--- config.mk ---
export PLATFORM = sky130hd
export DESIGN_NAME = fifo_write_packer_flat
export DESIGN_NICKNAME = d
export VERILOG_FILES = /design/src/rtl/fifo_write_packer_if.sv /design/src/rtl/fifo_write_packer.sv /design/src/flat_wrapper.sv
export SDC_FILE = /design/constraint.sdc
export NUM_CORES = 1
export LEC_CHECK = 0
export CAP_MARGIN = 20
export CORE_ASPECT_RATIO = 0.5
export CORE_MARGIN = 4
export CORE_UTILIZATION = 53
export DETAILED_ROUTE_END_ITERATION = 7
export PLACE_DENSITY = 0.85
export SYNTH_ARGS = -nofsm -noshare
export SYNTH_HDL_FRONTEND = slang
export SYNTH_SLANG_ARGS = --single-unit
--- constraint.sdc ---
create_clock -name CLK -period 3.6 [get_ports CLK]
set_input_delay 1.08 -clock CLK [delete_from_list [all_inputs] [get_ports CLK]]
set_output_delay 1.08 -clock CLK [all_outputs]
set_load 0.01 [all_outputs]
--- src/rtl/fifo_write_packer_if.sv ---
// Event-to-FIFO bus: timestamp inputs from the edge timer and the packed write port to the FIFO.
// The master side is the environment (timer + FIFO); the slave side is the packer.
interface fifo_write_packer_if;
  logic [26:0] coarse_in;
  logic [6:0]  fine_in;
  logic        write_request;
  logic        FULL;
  logic [33:0] D;
  logic        WR;

  modport master (
    output coarse_in, fine_in, write_request, FULL,
    input  D, WR
  );

  modport slave (
    input  coarse_in, fine_in, write_request, FULL,
    output D, WR
  );
endinterface

--- src/rtl/fifo_write_packer.sv ---
// Packs {coarse, fine} timestamps into 34-bit FIFO words, waits out back-pressure
// up to HOLD_MAX cycles and keeps saturating loss statistics.
module fifo_write_packer #(
  parameter int FINE_LAT = 2,
  parameter int HOLD_MAX = 255
) (
  input  logic                CLK,
  input  logic                RST,
  fifo_write_packer_if.slave  bus,
  input  logic                clr_stat,
  output logic                busy,
  output logic [15:0]         drop_count,
  output logic                overflow
);

  localparam logic [3:0] LAT_INIT = 4'(FINE_LAT);
  localparam logic [7:0] HOLD_LIM = 8'(HOLD_MAX);

  typedef enum logic [1:0] {
    IDLE      = 2'd0,
    WAIT_FINE = 2'd1,
    WRITE     = 2'd2
  } state_t;

  state_t      state_reg;
  logic [26:0] coarse_reg;
  logic [6:0]  fine_reg;
  logic [3:0]  lat_cnt_reg;
  logic [7:0]  hold_cnt_reg;
  logic [33:0] d_reg;
  logic        wr_reg;
  logic        busy_reg;
  logic [15:0] drop_count_reg;
  logic        overflow_reg;

  logic timeout;
  logic drop_evt;

  // A timeout and a rejected request in the same cycle are one lost event.
  assign timeout  = (state_reg == WRITE) && bus.FULL && (hold_cnt_reg == HOLD_LIM);
  assign drop_evt = ((state_reg != IDLE) && bus.write_request) || timeout;

  always_ff @(posedge CLK) begin
    if (RST) begin
      state_reg      <= IDLE;
      coarse_reg     <= '0;
      fine_reg       <= '0;
      lat_cnt_reg    <= '0;
      hold_cnt_reg   <= '0;
      d_reg          <= '0;
      wr_reg         <= 1'b0;
      busy_reg       <= 1'b0;
      drop_count_reg <= '0;
      overflow_reg   <= 1'b0;
    end else begin
      wr_reg <= 1'b0;
      case (state_reg)
        IDLE: begin
          if (bus.write_request) begin
            coarse_reg  <= bus.coarse_in;
            lat_cnt_reg <= LAT_INIT;
            state_reg   <= WAIT_FINE;
            busy_reg    <= 1'b1;
          end
        end
        WAIT_FINE: begin
          lat_cnt_reg <= lat_cnt_reg - 4'd1;
          // Counter reaches 1 on the FINE_LAT-th edge after the request sample.
          if (lat_cnt_reg == 4'd1) begin
            fine_reg     <= bus.fine_in;
            hold_cnt_reg <= '0;
            state_reg    <= WRITE;
          end
        end
        WRITE: begin
          if (!bus.FULL) begin
            d_reg     <= {coarse_reg, fine_reg};
            wr_reg    <= 1'b1;
            state_reg <= IDLE;
            busy_reg  <= 1'b0;
          end else if (timeout) begin
            state_reg <= IDLE;
            busy_reg  <= 1'b0;
          end else begin
            hold_cnt_reg <= hold_cnt_reg + 8'd1;
          end
        end
        default: begin
          state_reg <= IDLE;
          busy_reg  <= 1'b0;
        end
      endcase

      // Clear wins over history but not over a loss happening in the same cycle.
      if (clr_stat) begin
        drop_count_reg <= drop_evt ? 16'd1 : 16'd0;
        overflow_reg   <= drop_evt;
      end else if (drop_evt) begin
        overflow_reg <= 1'b1;
        if (drop_count_reg != 16'hFFFF) begin
          drop_count_reg <= drop_count_reg + 16'd1;
        end
      end
    end
  end

  assign bus.D      = d_reg;
  assign bus.WR     = wr_reg;
  assign busy       = busy_reg;
  assign drop_count = drop_count_reg;
  assign overflow   = overflow_reg;

endmodule
--- src/flat_wrapper.sv ---
// flat-port wrapper written by rule: the top's interface ports become plain ports
module fifo_write_packer_flat 
#(
  parameter int FINE_LAT = 2,
  parameter int HOLD_MAX = 255
)
  (CLK, RST, clr_stat, busy, drop_count, overflow, bus_coarse_in, bus_fine_in, bus_write_request, bus_FULL, bus_D, bus_WR);
  fifo_write_packer_if bus_i ();
  input  logic CLK;
  input  logic RST;
  input  logic clr_stat;
  output logic busy;
  output logic [15:0] drop_count;
  output logic overflow;
  input wire logic [$bits(bus_i.coarse_in)-1:0] bus_coarse_in;
  input wire logic [$bits(bus_i.fine_in)-1:0] bus_fine_in;
  input wire logic [$bits(bus_i.write_request)-1:0] bus_write_request;
  input wire logic [$bits(bus_i.FULL)-1:0] bus_FULL;
  output wire logic [$bits(bus_i.D)-1:0] bus_D;
  output wire logic [$bits(bus_i.WR)-1:0] bus_WR;
  assign bus_i.coarse_in = bus_coarse_in;
  assign bus_i.fine_in = bus_fine_in;
  assign bus_i.write_request = bus_write_request;
  assign bus_i.FULL = bus_FULL;
  assign bus_D = bus_i.D;
  assign bus_WR = bus_i.WR;
  fifo_write_packer #(.FINE_LAT(FINE_LAT), .HOLD_MAX(HOLD_MAX)) u_core (.CLK(CLK), .RST(RST), .bus(bus_i), .clr_stat(clr_stat), .busy(busy), .drop_count(drop_count), .overflow(overflow));
endmodule
==> results of run 1 <==
-- cells by family after synthesis --
kind of cell / count (synthesis) / share of synthesized area (%)
compound gates: 96 / 13.29
xor+xnor: 12 / 2.658
fa+ha+maj: 4 / 1.266
buf+inv: 32 / 3.291
flops: 101 / 51.14
mux: 9 / 2.342
simple gates: 221 / 26.01
-- critical path, cell delays in order --
cell and delay [ns]:
clkdlybuf4s50_1 0.56, nand3b_4 0.11, o31a_1 0.49, nor4bb_1 0.44
xnor2_1 0.17, nor2_1 0.05
-- power by group through the flow --
stage               logic (uW)  clock network (uW)  registers [uW]
floorplan                 90.0                   0            1180
CTS                        158                1030            1160
detailed placement         157                   0            1190
global route               174                1070            1170
global placement           152                   0            1190
finish                     158                1020            1160
-- through the flow --
step                      hold WS (ns)  instance area, um^2
final                           0.4528                 5218
after global routing            0.4584                 5218
after CTS                       0.4522                 5218
after detailed placement        0.4414                 4906
after global placement          0.4366                 4906
after floorplan                 0.4315                 3954
-- layer usage --
metal	GRT usage [%]	vias up	wire [um]
li1	-	1763	-
met1	25.31	1615	4000
met2	33.83	89	4614
met3	6.096	12	456
met4	6.336	0	112
met5	0	-	0
-- Yosys cell counts (all sizes together), types with 2 or more instances --
cell | instances | share of area, %
a211oi | 4 | 0.76
a21oi | 76 | 9.6
a22oi | 2 | 0.38
a311oi | 2 | 0.44
a31oi | 2 | 0.32
and3 | 3 | 0.47
buf | 5 | 0.73
clkbuf | 22 | 2.1
dfxtp | 101 | 51
ha | 4 | 1.3
inv | 5 | 0.47
mux2 | 2 | 0.57
mux2i | 7 | 1.8
nand2 | 135 | 13
nand2b | 2 | 0.32
nand3 | 10 | 1.3
nand4 | 7 | 1.4
nor2 | 32 | 3.0
nor3 | 7 | 1.0
nor3b | 6 | 1.1
nor4 | 5 | 1.1
nor4b | 2 | 0.60
o21ai | 3 | 0.38
o21bai | 2 | 0.38
or3 | 3 | 0.73
or3b | 2 | 0.44
xnor2 | 12 | 2.7
-- how the worst max path moves through the flow --
stage,startpoint,to,slack [ns],cells past startpoint
floorplan,bus_FULL,u_core.drop_count[12],1.32,6
global placement,bus_FULL,u_core.drop_count[13],0.64,6
detailed placement,bus_FULL,u_core.drop_count[13],0.57,6
CTS,bus_FULL,u_core.drop_count[13],0.93,6
global route,bus_write_request,u_core.drop_count[0],0.75,6
finish,bus_FULL,u_core.drop_count[11],0.92,6
-- area by class of cell --
type,instances,area [um^2],share of cell area [%]
Inverter,5,18.77,0.3597
Tap cell,92,115.1,2.206
Clock inverter,5,82.58,1.583
Sequential cell,101,2022,38.75
Timing Repair Buffer,96,943.4,18.08
Multi-Input combinational cell,342,1807,34.63
Clock buffer,10,229.0,4.389
==> results.md, run 1 <==
* Clock share of power at 43.4%
* Share of cells above drive strength 1 at 6.082%
* Final setup margin at 0.9234 ns
* Worst setup path category: in -> reg
* Post-synthesis cell type count at 47
* HP Start: u_core.bus.D[9]
* Worst-path clk slew at 0.07 ns
* Area Growth Syn to Fin at 31.96%
* Reg2Reg Depth at 6
* Initial DRC count at 267
* RSZ-0062 raised after global routing: false
* Yosys warning total at 0
* GPL Wtd Cong at 0.8385
* Syn_area_per_cell at 8.324 um^2
* Reg2reg end: u_core.drop_count[0]
* Cts repair resizes at 0
* Clock buffer depth at 2
* Die Y at 69.08 um
* Drt pass-1 iters at 4
* Grt ovf at 0
* Max frequency at 0.3736 GHz
* GR Util All Layers at 20.35%
* Nets@finish at 598
* DRT antenna net count at 0
* Gate Count Post-Synth at 475
* Setup Skew at 0.007926 ns
* Clock root cell: clkbuf_16
* Register area share after synthesis at 51.14%
* Final hold vios at 0
* Setup Slack @ Placement at 0.5740 ns
* Core Util, Final at 74.93%
* Core Rows at 21
* Crit path launch type: input pin
* Main synth FF type: dfxtp_1
* Initial antenna violation count at 0
* P_int at 1830 uW
* Switching Share at 21.66%
* Commonest cells after routing, fill and taps aside: nand2_1, dfxtp_1, clkdlybuf4s50_1, a21oi_1, nor2_1
* Avg WL per Cell at 14.11 um
* Slew headroom at 47.71%
* Post-CTS Setup Repair Bufs at 0
* Starting density of the core at 56.78%
* Tcrit/Tclk final at 74.35%
* Port Buffers at 91
* # fillers at 545
* Actual slew at the worst max-slew pin at 0.7843 ns
* Placed Cells at 636
* Num ports at 92
* Total negative slack at 0 ns
* Remaining DRCs at 0
* CTS tree: yes
* Outcome: finished clean
* Fin. max-slew vios at 0
* Routed vias at 3479
* Power Total at 2336 uW
* Die W at 130.1 um
* Finished Layout Cells at 651
* Min-Delay Path Depth at 2
* Combinational share of power at 6.7%
* Core box area at 6963 um^2
* Most common cell after layout, fill and taps aside: nand2_1
* Pin count of the biggest net entering global routing at 51
* Max VDD drop at 0.2960 mV
* Critical Path Fanout Max at 14
* Post-synth EDFFs at 0
* Share of power burned in registers at 49.8%
* Sink of the worst hold path: u_core.bus.D[9]
* Mapped Area at 3954 um^2
* Power Density at 447.8 nW/um^2
* Global-route wire length before repair at 14900 um
* Post-DR vias/cell at 5.344
* H-tree depth at 3
* Sw power at 506.0 uW
* Synth Register Bits at 101
* WL final at 9183 um
* Die area at 8990 um^2
* CTS buffer count at 9
* Worst Hold Class: reg -> reg
* CTS Hold Bufs at 0
* Clk Latency, worst-skew pair at 0.34 ns
* R2R setup slack at 1.34 ns
* Reg2reg start: u_core.drop_count[1]
* Vias in the first global route at 3153
* CP Data Required Time at 3.82 ns
* Ant. Diodes at 0
* Detailed Place HPWL at 5956 um
* Crit end category: flip-flop
* Max FFs per register at 34
* Total clock sinks at 101
* Leakage Power at 0.001815 uW
* Setup violators final at 0
* Mapped Nets at 518
* Max-Cap Viols at 0
* Critical path arrival at 2.90 ns
* Tmin final at 2.677 ns
* Async set or reset register ratio after synthesis at 0%
No activity file was read; power rests on OpenSTA's default activity.
==> run 2, diff against run 1 <==
- CORE_UTILIZATION: 53 -> 49
- PLACE_DENSITY: 0.85 -> 0.8
- clock period: 3.6 -> 2.5 ns (I/O delays scaled with it)
==> results.md, run 2 (synthesized netlist as in run 1, its figures left out) <==
* Post-DR vias/cell at 5.132 (-4.0%)
* Power Total at 3405 uW (+46%)
* Most common cell after layout, fill and taps aside: nand2_1
* P_int at 2654 uW (+45%)
* Starting density of the core at 52.23% (-4.6 points)
* RSZ-0062 raised after global routing: false
* CTS buffer count at 9 (unchanged)
* Clock buffer depth at 2 (unchanged)
* Setup violators final at 0 (unchanged)
* Tmin final at 2.304 ns
* Max frequency at 0.4340 GHz
* Nets@finish at 610 (+2.0%)
* CTS tree: yes
* Pin count of the biggest net entering global routing at 84 (+65%)
* Vias in the first global route at 3169 (+0.51%)
* Power Density at 635.0 nW/um^2 (+42%)
* Reg2reg start: u_core.drop_count[0]
* Drt pass-1 iters at 6 (+2)
* Worst setup path category: in -> reg
* Actual slew at the worst max-slew pin at 0.4819 ns (-0.3024 ns)
* Sink of the worst hold path: u_core.bus.D[27]
* Tcrit/Tclk final at 92.17%
* Reg2reg end: u_core.drop_count[3]
* GR Util All Layers at 19.44% (-0.91 points)
* H-tree depth at 3 (unchanged)
* Remaining DRCs at 0 (unchanged)
* Initial antenna violation count at 0 (unchanged)
* Switching Share at 22.05% (+0.39 points)
* Clk Latency, worst-skew pair at 0.35 ns (about the same)
* Num ports at 92 (unchanged)
* Crit end category: flip-flop
* Routed vias at 3490 (+0.32%)
* Die Y at 71.52 um (+3.5%)
* CP Data Required Time at 2.76 ns (-1.06 ns)
* Worst Hold Class: reg -> reg
* Core Rows at 22 (+4.8%)
* CP cell instances: clkdlybuf4s50_1 > nand3b_4 > o31a_1 > buf_4 > nor2_1 > a21oi_1 > a211oi_1
* Setup Skew at 0.003808 ns (-0.004118 ns)
* Ant. Diodes at 0 (unchanged)
* Cts repair resizes at 0 (unchanged)
* Grt ovf at 0 (unchanged)
* Global-route wire length before repair at 15050 um (+1.0%)
* Share of cells above drive strength 1 at 8.392% (+2.3 points)
* GPL Wtd Cong at 0.9077 (+8.3%)
* Worst-path clk slew at 0.07 ns (about the same)
* Min-Delay Path Depth at 2 (unchanged)
* Post-CTS Setup Repair Bufs at 0 (unchanged)
* # fillers at 631 (+16%)
* Clock share of power at 43.5% (about the same)
* Outcome: finished clean
* HP Start: u_core.coarse_reg[20]
* Critical Path Fanout Max at 8 (-6)
* Die area at 9658 um^2 (+7.4%)
* Final hold vios at 0 (unchanged)
* CTS Hold Bufs at 0 (unchanged)
* Max FFs per register at 34 (unchanged)
* R2R setup slack at 0.33 ns (-1.01 ns)
* Critical path arrival at 2.56 ns (-0.34 ns)
* Avg WL per Cell at 13.86 um (-1.8%)
* Slew headroom at 67.79% (+20 points)
* CP max-delay cell: clkdlybuf4s50_1
* Initial DRC count at 246 (-7.9%)
* Max VDD drop at 0.3807 mV (+29%)
* Fin. max-slew vios at 0 (unchanged)
* Share of power burned in registers at 49.2% (-0.6 points)
* DRT antenna net count at 0 (unchanged)
* Crit path launch type: input pin
* Sw power at 750.9 uW (+48%)
* Area Growth Syn to Fin at 35.63%
* Die W at 135.0 um (+3.8%)
* Commonest cells after routing, fill and taps aside: nand2_1, dfxtp_1, clkdlybuf4s50_1, a21oi_1, nor2_1
* Total clock sinks at 101 (unchanged)
* Core Util, Final at 70.84% (-4.1 points)
* Worst stage delay on the critical path at 0.56 ns (about the same)
* Max-Cap Viols at 0 (unchanged)
* Combinational share of power at 7.2% (+0.5 points)
* Core box area at 7570 um^2 (+8.7%)
* Reg2Reg Depth at 6 (unchanged)
* WL final at 9423 um (+2.6%)
* Detailed Place HPWL at 6203 um (+4.1%)
* Clock root cell: clkbuf_16
* Leakage Power at 0.001887 uW (+3.9%)
* Port Buffers at 91 (unchanged)
-- run 2: cell count changes in the layout (fill, tap and decap cells not counted), sizes merged --
cell,change
buf,+12
clkbuf,-1
clkinv,+2
-- run 2: layout make-up --
type	count	area (um^2)	area share, %
Clock inverter	7	96.34	1.797
Sequential cell	101	2022	37.70
Inverter	5	18.77	0.3500
Timing Repair Buffer	108	1059	19.74
Multi-Input combinational cell	342	1807	33.69
Tap cell	108	135.1	2.520
Clock buffer	9	225.2	4.200
-- run 2: power by group through the flow --
stage / combinational, uW / clock, uW / sequential, uW
after floorplan: 130 / 0 / 1700
after global placement: 237 / 0 / 1710
after detailed placement: 243 / 0 / 1710
after CTS: 247 / 1510 / 1680
after global routing: 268 / 1570 / 1680
final: 246 / 1480 / 1680
-- run 2: metal layers --
metal	vias to the layer above	wire length (um)	global-route usage (%)
met2	73	4763	33.65
met1	1619	4089	23.82
li1	1786	-	-
met5	-	0	0
met3	12	443	4.839
met4	0	127	7.039
-- run 2: how the worst max path moves through the flow --
stage	start	to	slack [ns]	depth (start not counted)
2_1_floorplan	u_core.drop_count[0]	u_core.drop_count[3]	0.49	6
3_3_place_gp	bus_FULL	u_core.drop_count[9]	-0.10	7
3_5_place_dp	bus_FULL	u_core.drop_count[14]	-0.14	7
4_1_cts	bus_FULL	u_core.drop_count[14]	0.22	7
5_1_grt	bus_FULL	u_core.drop_count[9]	0.07	7
6_report	bus_FULL	u_core.drop_count[14]	0.20	7
-- run 2: critical path, delay by kind of cell --
kind / cells / cell delay [ns]
buffers and inverters: 2 / 0.76
AOI/OAI and AO/OA: 3 / 0.76
and+or+nand+nor: 2 / 0.29
-- run 2: through the flow --
step                area (um^2)  worst slack, ns  instances  TNS [ns]  hold slack [ns]
floorplan                  3954           0.4948        475         0           0.4315
global placement           5041          -0.1015        664   -0.5218           0.4356
detailed placement         5041          -0.1412        664    -1.200           0.4441
CTS                        5363           0.2229        680         0           0.4538
global route               5363          0.07490        680         0           0.4672
finish                     5363           0.1958        680         0           0.4519
